[config.mk]
export PLATFORM = sky130hd
export DESIGN_NAME = cpu_regfile_flags_flat
export DESIGN_NICKNAME = d
export VERILOG_FILES = /design/src/rtl/cpu_regfile_flags_if.sv /design/src/rtl/cpu_regfile_flags.sv /design/src/flat_wrapper.sv
export SDC_FILE = /design/constraint.sdc
export NUM_CORES = 1
export LEC_CHECK = 0
export ABC_CLOCK_PERIOD_IN_PS = 1600
export CAP_MARGIN = 20
export CORE_AREA = 2 2 72 74
export DETAILED_ROUTE_END_ITERATION = 12
export DIE_AREA = 0 0 74 76
export GPL_ROUTABILITY_DRIVEN = 0
export PLACE_DENSITY = 0.75
export SETUP_SLACK_MARGIN = 0.5
export SYNTH_ARGS = -nofsm -noshare
export SYNTH_HDL_FRONTEND = slang
export SYNTH_SLANG_ARGS = --single-unit
[constraint.sdc]
create_clock -name clk -period 1.6 [get_ports clk]
set_clock_uncertainty 0.2 [all_clocks]
set_input_delay 0.32 -clock clk [delete_from_list [all_inputs] [get_ports clk]]
set_output_delay 0.32 -clock clk [all_outputs]
set_load 0.005 [all_outputs]
[src/rtl/cpu_regfile_flags_if.sv]
// ---------------------------------------------------------------------------
// cpu_regfile_flags_if
// Bundle of the select, write-back, flag and output-port signals that
// connect the CPU controller/ALU (master) to the operand and write-back
// stage (slave).
//
// Signals:
//   ra_sel, rb_sel  read selects for operands A and B
//   wr_sel, we      write-back register select and enable
//   wr_src          write data select: 0 = t (ALU result), 1 = din
//   t, din          ALU result and external input data
//   cf_in, zf_in    ALU carry and zero flags
//   flag_we         flag register load enable
//   out_we          output port load enable
//   a_out, b_out    operands to the ALU (combinational)
//   cf, zf          registered flags
//   dout            registered output port
// ---------------------------------------------------------------------------
interface cpu_regfile_flags_if #(
  parameter int WIDTH  = 8,
  parameter int ADDR_W = 2
);
  logic [ADDR_W-1:0] ra_sel;
  logic [ADDR_W-1:0] rb_sel;
  logic [ADDR_W-1:0] wr_sel;
  logic              we;
  logic              wr_src;
  logic [WIDTH-1:0]  t;
  logic [WIDTH-1:0]  din;
  logic              cf_in;
  logic              zf_in;
  logic              flag_we;
  logic              out_we;
  logic [WIDTH-1:0]  a_out;
  logic [WIDTH-1:0]  b_out;
  logic              cf;
  logic              zf;
  logic [WIDTH-1:0]  dout;

  // Controller / ALU side.
  modport master (
    output ra_sel, rb_sel, wr_sel, we, wr_src, t, din,
           cf_in, zf_in, flag_we, out_we,
    input  a_out, b_out, cf, zf, dout
  );

  // Register file side.
  modport slave (
    input  ra_sel, rb_sel, wr_sel, we, wr_src, t, din,
           cf_in, zf_in, flag_we, out_we,
    output a_out, b_out, cf, zf, dout
  );
endinterface

[src/rtl/cpu_regfile_flags.sv]
// ---------------------------------------------------------------------------
// cpu_regfile_flags
// Operand and write-back stage of the 8-bit CPU datapath: a small register
// file feeding the ALU operands combinationally, write-back of the ALU
// result or external data, a persistent carry/zero flag register and a
// registered output port that latches operand B.
//
// Ports:
//   clk  system clock, rising edge
//   rst  asynchronous, active-high reset
//   bus  cpu_regfile_flags_if.slave (selects, write-back, flags, dout)
//
// Configuration:
//   CPU_REGFILE_WRITE_BYPASS_EN - when defined, a write in flight to the
//   register selected by a read port is forwarded combinationally to that
//   read port (and thus into dout). Undefined by default.
// ---------------------------------------------------------------------------
module cpu_regfile_flags #(
  parameter int WIDTH  = 8,
  parameter int ADDR_W = 2
) (
  input logic                clk,
  input logic                rst,
  cpu_regfile_flags_if.slave bus
);
  localparam int NREG = 2 ** ADDR_W;

  logic [WIDTH-1:0] regs [NREG];
  logic [WIDTH-1:0] wr_data;
  logic [WIDTH-1:0] a_val;
  logic [WIDTH-1:0] b_val;
  logic             cf_q;
  logic             zf_q;
  logic [WIDTH-1:0] dout_q;

  assign wr_data = bus.wr_src ? bus.din : bus.t;

  always_comb begin
    // NOTE: every combinational output gets a default first so no path
    // leaves it unassigned and no latch is inferred.
    a_val = regs[bus.ra_sel];
    b_val = regs[bus.rb_sel];
`ifdef CPU_REGFILE_WRITE_BYPASS_EN
    // Forwarding is suppressed in reset so the read ports still show the
    // cleared registers.
    if (bus.we && !rst && (bus.wr_sel == bus.ra_sel)) a_val = wr_data;
    if (bus.we && !rst && (bus.wr_sel == bus.rb_sel)) b_val = wr_data;
`endif
  end

  // NOTE: the register array is built from flops, not a RAM macro, so it
  // takes the asynchronous reset like the rest of the state; all state uses
  // non-blocking assignments so same-edge reads see pre-edge values.
  always_ff @(posedge clk or posedge rst) begin
    if (rst) begin
      for (int i = 0; i < NREG; i++) regs[i] <= '0;
      cf_q   <= 1'b0;
      zf_q   <= 1'b0;
      dout_q <= '0;
    end else begin
      if (bus.we) regs[bus.wr_sel] <= wr_data;
      if (bus.flag_we) begin
        cf_q <= bus.cf_in;
        zf_q <= bus.zf_in;
      end
      // b_val is the pre-edge (or bypassed) operand, not the new write.
      if (bus.out_we) dout_q <= b_val;
    end
  end

  assign bus.a_out = a_val;
  assign bus.b_out = b_val;
  assign bus.cf    = cf_q;
  assign bus.zf    = zf_q;
  assign bus.dout  = dout_q;
endmodule

[src/flat_wrapper.sv]
// flat-port wrapper written by rule: the top's interface ports become plain ports
module cpu_regfile_flags_flat 
#(
  parameter int WIDTH  = 8,
  parameter int ADDR_W = 2
)
  (clk, rst, bus_ra_sel, bus_rb_sel, bus_wr_sel, bus_we, bus_wr_src, bus_t, bus_din, bus_cf_in, bus_zf_in, bus_flag_we, bus_out_we, bus_a_out, bus_b_out, bus_cf, bus_zf, bus_dout);
  cpu_regfile_flags_if #(.WIDTH(WIDTH), .ADDR_W(ADDR_W)) bus_i ();
  input logic clk;
  input logic rst;
  input wire logic [$bits(bus_i.ra_sel)-1:0] bus_ra_sel;
  input wire logic [$bits(bus_i.rb_sel)-1:0] bus_rb_sel;
  input wire logic [$bits(bus_i.wr_sel)-1:0] bus_wr_sel;
  input wire logic [$bits(bus_i.we)-1:0] bus_we;
  input wire logic [$bits(bus_i.wr_src)-1:0] bus_wr_src;
  input wire logic [$bits(bus_i.t)-1:0] bus_t;
  input wire logic [$bits(bus_i.din)-1:0] bus_din;
  input wire logic [$bits(bus_i.cf_in)-1:0] bus_cf_in;
  input wire logic [$bits(bus_i.zf_in)-1:0] bus_zf_in;
  input wire logic [$bits(bus_i.flag_we)-1:0] bus_flag_we;
  input wire logic [$bits(bus_i.out_we)-1:0] bus_out_we;
  output wire logic [$bits(bus_i.a_out)-1:0] bus_a_out;
  output wire logic [$bits(bus_i.b_out)-1:0] bus_b_out;
  output wire logic [$bits(bus_i.cf)-1:0] bus_cf;
  output wire logic [$bits(bus_i.zf)-1:0] bus_zf;
  output wire logic [$bits(bus_i.dout)-1:0] bus_dout;
  assign bus_i.ra_sel = bus_ra_sel;
  assign bus_i.rb_sel = bus_rb_sel;
  assign bus_i.wr_sel = bus_wr_sel;
  assign bus_i.we = bus_we;
  assign bus_i.wr_src = bus_wr_src;
  assign bus_i.t = bus_t;
  assign bus_i.din = bus_din;
  assign bus_i.cf_in = bus_cf_in;
  assign bus_i.zf_in = bus_zf_in;
  assign bus_i.flag_we = bus_flag_we;
  assign bus_i.out_we = bus_out_we;
  assign bus_a_out = bus_i.a_out;
  assign bus_b_out = bus_i.b_out;
  assign bus_cf = bus_i.cf;
  assign bus_zf = bus_i.zf;
  assign bus_dout = bus_i.dout;
  cpu_regfile_flags #(.WIDTH(WIDTH), .ADDR_W(ADDR_W)) u_core (.clk(clk), .rst(rst), .bus(bus_i));
endmodule
; After elaboration in Yosys (flattened, before gate mapping)
; Cells that the tools add are included.
; Widths: inputs -> output; s select.
[op_classes]
magnitude_cmp = 4
mux = 10
n_bitwise = 3
reduce_logical = 1
[ops]
columns = op, count
row1 = $mux 8, 6
row2 = $bmux 8 s2, 2
row3 = $bwmux 32, 1
row4 = $demux 8 s2, 1
row5 = $ge 3x3->1 const B, 3
row6 = $not 2->3, 3
row7 = $lt 3x1->1 const B, 1
row8 = $logic_and 1x1->1, 1
[word_totals]
ff_bits = 42
in_bits = 30

; Logic depth before layout (Yosys ltp)
; Gate-level depths: netlist (run 1).
[depth]
ltp_word = 6
mapped_depth = 4
mapped_depth_nobuf = 2

; Worst setup path after synthesis (run 1)
; Ideal clock, no wire load.
[synth_timing]
path_type = input port to output port
from = input bus_ra_sel[0]
to = output bus_a_out[2]
arrival_ns = 1.059
setup_slack_ns = 0.021
path_stages = 2
cell_sequence = buf_2 > mux4_2
[synth_between]
elab_chain_cells = 4
[synth_rtl]
columns = item, line_no
row1 = from (decl), flat_wrapper.sv:11  ; input wire logic [$bits(bus_i.ra_sel)-1:0] bus_ra_sel;
row2 = $not 2->3 (implied by the code), cpu_regfile_flags.sv:41  ; a_val = regs[bus.ra_sel];
row3 = $bmux 8 s2, cpu_regfile_flags.sv:41
row4 = $mux 8 (implied by the code) (2 in a row), cpu_regfile_flags.sv:41
row5 = to (decl), flat_wrapper.sv:22  ; output wire logic [$bits(bus_i.a_out)-1:0] bus_a_out;
; Every way passes these cells. The select of a mux whose other input is x is not followed.

; Worst setup path in the final report (run 1)
[layout_timing]
from = register u_core.regs[4] (netlist bit)
to = output bus_a_out[4]
[layout_between]
elab_chain_cells = 3
[layout_rtl]
columns = item, line_no
row1 = from (decl), cpu_regfile_flags.sv:28  ; logic [WIDTH-1:0] regs [NREG];
row2 = "from (signal, indexed assignment)", cpu_regfile_flags.sv:61  ; if (bus.we) regs[bus.wr_sel] <= wr_data;
row3 = $bmux 8 s2, cpu_regfile_flags.sv:41
row4 = $mux 8 (implied by the code) (2 in a row), cpu_regfile_flags.sv:41
; Every way passes these cells. The select of a mux whose other input is x is not followed.

==> results.toml, run 1 <==
[route]
wl_per_cell_um = 24.3
drc_errors = 0
dr.first_iter.drc_count = 181
wl_mm = 9.36
ant_nets = 0
firstDrtPassIters = 5
num_vias = 2140
vias_per_cell = 5.56

[logic_synthesis]
post-synth-top-count-cell = "dfrtp_1"
synth-seq-cells = 42
yosysWarnings = 0
ys.flop_type = "dfrtp_1"
synth-simple-area-share = 0.0453
synth_top_area_frac = 0.459
synth_fp_nets = 179
yosys.cell_types.count = 15
synth_top_family_by_area = "multiplexers"
syn_inst = 149
synth_xor_area_frac = 0
synth_area_leaders = "dfrtp_1 46%, mux2_4 16%, mux2i_1 10%"
synth_edf_count = 0
synth-async-reset-ratio = 1.00
synthMuxAreaShare = 0.429
avgSynthCellArea_um2 = 15.4
synth_top_area_cell = "dfrtp_1"
synth_compound_area_frac = 0.0306
ys_seq_area_frac = 0.459
synth_common_cells = "42 x dfrtp_1, 24 x mux2_4, 24 x mux2i_1"
syn-cell-area_mm2 = 0.00229
synthAdderAreaFrac = 0

[sta]
fin_crit_ns = 1.88
finalCritPeriodShare = 1.18
hold_viol = 0
max_slew_margin = 0.777
slew_viol_final = 0
tightestPinTransition_ns = 0.334
finalSetupTns_ns = -3.67
max_freq_mhz = 532
grt_setup_unrepaired = "true"
setup_viol = 17
worst_slack_ns = -0.281

[setup_path]
worstPathMaxFanout = 2
critPathLaunch = "u_core.regs[4]"
cpPeakStageDelay_ns = 0.50
cp-start-kind = "register"
critical_path.cell_chain = "mux4_2 -> buf_2"
criticalPathCategory = "reg -> out"
critPathTopFamily = "multiplexers"
worstSetupEndpointType = "output port"
crit_slowest_cell = "mux4_2"
worst_ep_required_time_ns = 1.08
worstPathArrival_ns = 1.36
r2r_start = "u_core.regs[16]"
path_buf_inv = 1

[global_route]
first_global_vias = 2349
grt_util_all_layers = 0.315
grt_pass1_wl_mm = 12.9
grt_antenna_before_repair = 0
overflow = 0
grt_max_degree = 25

[clock_tree]
clk_transition_reported_paths_ns = 0.09
cts_root_buf = "clkbuf_8"
cts_buffer_depth = 2
cts.sinks = 42
cts_tree = "done"
clock_latency_ns = 0.30
cts_hold_buf = 0
h-tree-depth = 2
numCtsBuffers = 5

[power_and_ir_drop]
p_int_uw = 3230
switching_share = 0.312
cellPowerDensity_mw_per_mm2 = 1090
p_sw_uw = 1470
power.total_uw = 4700
p_comb_frac = 0.534
clock_power_share = 0.151
p_seq_frac = 0.314
p_leak_uw = 0.00203
vdd_drop_max_mv = 0.505

[floorplan]
coreArea_mm2 = 0.00491
fp.dieArea_mm2 = 0.00562
chipWidth_um = 74
ios = 56
die_y_um = 76
start_util = 0.467
row_count = 26

[run_status]
violations = "negative setup slack"
status = "complete, but fails checks"

[placement]
pre_cts_ws_ns = -0.897
hpwl_mm = 4.69
portBuffers = 55
dpl_cell_area_mm2 = 0.00346

[cells_and_area]
area.growth.synth_to_final_pct = 88.8
drive_gt1_frac = 0.749
fin_nets = 346
utilization = 0.881
num_antenna_cells = 0
final_area_mm2 = 0.00433

[worst_hold_path]
hold_path_class = "in -> async"

[flow_run]
max_cap_viol_count = 0
-- layer usage --
metal  up-vias  wire, um  global-route usage
met2       117      4820               0.529
met1      1101      3750               0.385
met3        26       484              0.0688
met4         0       304               0.133
met5         -         0                   0
li1        896         -                   -
-- worst paths after layout --
kind	to	slack, ns	depth (start not counted)
max	bus_a_out[4]	-0.28	2
min	u_core.bus.dout[4]	0.22	3
max reg2reg	u_core.bus.dout[0]	-0.17	10
min reg2reg	u_core.bus.zf	0.32	1
max in group asynchronous	u_core.regs[20]	0.69	3
min in group clk	u_core.bus.zf	0.24	2
-- worst min-delay path: stages --
cell and delay [ns]:
clkdlybuf4s50_1 0.44, clkinvlp_4 0.09, buf_4 0.26
-- layout by cell type, fill, tap and decap left out --
cell	synthesis	layout
buf_6	4	68
dfrtp_1	42	42
mux2_4	24	40
buf_4	2	39
buf_2	4	28
dlygate4sd2_1	0	19
mux2i_4	0	15
mux4_2	8	8
nand2b_1	9	8
o221ai_2	0	6
clkbuf_8	0	6
buf_12	0	6
mux2i_1	24	5
buf_8	0	5
mux2i_2	0	4
clkdlybuf4s50_1	0	3
and3b_2	0	2
mux2_2	18	2
o221ai_1	8	2
nor3b_4	1	1
and3_2	1	1
clkinvlp_4	0	1
nand2b_4	0	1
nand2_2	0	1
buf_16	0	1
clkdlybuf4s15_2	0	1
-- state kept, by name (all words and copies together) (netlist names) --
signal / flops
u_core.regs: 32
u_core.bus.dout: 8
u_core.bus.cf: 1
u_core.bus.zf: 1
-- power groups by stage --
| stage | combinational [uW] | sequential, uW | clock [uW] |
|---|---|---|---|
| finish | 2510 | 1480 | 711 |
| global route | 2600 | 1490 | 755 |
| CTS | 2040 | 1440 | 686 |
| detailed placement | 1590 | 1440 | 0 |
| global placement | 1520 | 1410 | 0 |
| floorplan | 647 | 1420 | 0 |
-- cells by family (layout without fill, tap and decap cells) --
logic type,after synthesis,after routing
muxes,74,74
buffers and inverters,11,177
and+or+nand+nor,14,14
AOI/OAI and AO/OA,8,8
DFF,42,42
-- stage by stage --
stage,cells,hold slack [ns]
after floorplan,149,0.112
after global placement,328,0.283
after detailed placement,328,0.295
after CTS,366,0.234
after global routing,385,0.233
final,385,0.221
-- what timing repair did --
action	in CTS	in global routing
pin swaps	4	0
buffers inserted	31	19
gates resized for setup	248	31
setup endpoints to repair	68	66
cloned	1	0
-- final cells by class --
type,instances,area (um^2)
Clock buffer,6,82.6
Fill cell,203,584
Inverter,1,7.51
Multi-Input combinational cell,96,1470
Sequential cell,42,1050
Tap cell,70,87.6
Timing Repair Buffer,170,1630
(Power assumes the default switching activity.)
==> run 2, diff against run 1 <==
==> constraint.sdc (replaced) <==
create_clock -name clk -period 1.6 [get_ports clk]
set_clock_uncertainty 0.2 [all_clocks]
set_input_delay 0.4 -clock clk [delete_from_list [all_inputs] [get_ports clk]]
set_output_delay 0.4 -clock clk [all_outputs]
set_load 0.005 [all_outputs]
==> run 2 against run 1 <==
The flow still finishes with violations (negative setup slack). Global-route usage down 0.85 points. First-iteration DRC count down 31%. Non-clock buffer count up 2. Sequential power about the same. Final area up 2.1%. Flip-flop and latch count unchanged. Die area unchanged. Largest power group unchanged.
==> results.toml, run 2 (synthesis results as in run 1) <==
[run_status]
status = "complete, but fails checks"
violations = "negative setup slack"

[clock_tree]
clock_latency_ns = 0.30
h-tree-depth = 2
cts_tree = "done"
clk_transition_reported_paths_ns = 0.09
numCtsBuffers = 5
cts_buffer_depth = 2
cts.sinks = 42
cts_root_buf = "clkbuf_8"

[floorplan]
ios = 56
row_count = 26
chipWidth_um = 74
fp.dieArea_mm2 = 0.00562
coreArea_mm2 = 0.00491
die_y_um = 76
start_util = 0.467

[cells_and_area]
fin_nets = 348
area.growth.synth_to_final_pct = 92.8
multi_input_comb_area_mm2 = 0.00146
final_area_mm2 = 0.00442
final_cell_mix = "71 x buf_6, 42 x dfrtp_1, 41 x mux2_4, 39 x buf_4, 25 x buf_2"
largest_reg_flops = 32
num_antenna_cells = 0
seq_area_mm2 = 0.00105
layout_commonest_cell = "buf_6"
fillers = 167
drive_gt1_frac = 0.740
largest-register = "u_core.regs"

[sta]
hold_viol = 0
max_freq_mhz = 509
fin_crit_ns = 1.96
max_slew_margin = 0.799
worst_slack_ns = -0.365
finalCritPeriodShare = 1.23
finalSetupTns_ns = -5.24
slew_viol_final = 0
grt_setup_unrepaired = "true"
tightestPinTransition_ns = 0.293
setup_viol = 18

[setup_path]
worstPathArrival_ns = 1.36
worst_ep_required_time_ns = 1.00
criticalPathCategory = "reg -> out"
r2r_cells = 10
worstPathMaxFanout = 2
r2r_end = "u_core.bus.dout[0]"
r2r_slack_ns = -0.12
r2r_start = "u_core.regs[0]"
worstSetupEndpointType = "output port"
critPathLaunch = "u_core.regs[13]"
cp-start-kind = "register"

[power_and_ir_drop]
cellPowerDensity_mw_per_mm2 = 1090
vdd_drop_max_mv = 0.696
p_leak_uw = 0.00208

[flow_run]
max_cap_viol_count = 0

[route]
drc_errors = 0
dr.first_iter.drc_count = 125
num_vias = 2139
vias_per_cell = 5.50
ant_nets = 0
wl_mm = 9.02
wl_per_cell_um = 23.2
firstDrtPassIters = 4

[placement]
hpwl_mm = 4.38
portBuffers = 55
pre_cts_ws_ns = -1.05
dpl_cell_area_mm2 = 0.00347

[global_route]
grt_util_all_layers = 0.307
grt_max_degree = 43
first_global_vias = 2397
use_met3 = 0.0529
gr-max-usage-layer = "met2"
overflow = 0
grtUsageMet1 = 0.345
grt_pass1_wl_mm = 12.7
met2_usage = 0.554
grt_antenna_before_repair = 0

[worst_hold_path]
hold_path_class = "in -> async"
## run 2: worst max-delay path by stage
| stage | to | slack, ns |
|---|---|---|
| after detailed placement | bus_a_out[1] | -1.05 |
| after global routing | bus_a_out[1] | -0.39 |
| after floorplan | bus_a_out[2] | 0.0007 |
| final | bus_a_out[5] | -0.36 |
| after global placement | bus_a_out[1] | -1.05 |
| after CTS | bus_a_out[5] | -0.34 |
## run 2: final cells by class
type,count,share of cell area
clock buffer,7,0.0173
clock inverter,1,0.00679
inverter,1,0.00170
multi-input combinational,96,0.331
sequential,42,0.238
tap,70,0.0198
timing repair buffer,172,0.386
## run 2: layer usage
layer | wire length [um] | part of all wire
met5 | 0 | 0
met4 | 454 | 0.050
met3 | 558 | 0.062
met2 | 4770 | 0.53
met1 | 3240 | 0.36
## run 2: critical path: stages, from the launching register on
cell	delay, ns
dfrtp_1	0.43
mux4_2	0.50
buf_6	0.13
## run 2: stage by stage
step / total power (uW) / cells / hold slack, ns / utilization
after CTS: 4330 / 376 / 0.303 / 0.842
final: 4810 / 389 / 0.288 / 0.900
after global placement: 2950 / 326 / 0.286 / 0.706
after floorplan: 2080 / 149 / 0.192 / -
after global routing: 4980 / 389 / 0.324 / 0.900
after detailed placement: 3020 / 326 / 0.285 / 0.706
## run 2: repair_timing
action,in CTS,in global routing
endpoints found under the hold margin,0,0
hold buffers,0,0
cloned,1,0
pin swaps,5,3
endpoints found under the setup margin,68,67
buffers inserted,41,13
resized for setup,249,35
## run 2: power by group
group / internal [uW] / leakage, uW / switching [uW]
Combinational: 1610 / 0.00153 / 878
Clock: 468 / 0.0000524 / 398
Sequential: 1280 / 0.000501 / 175
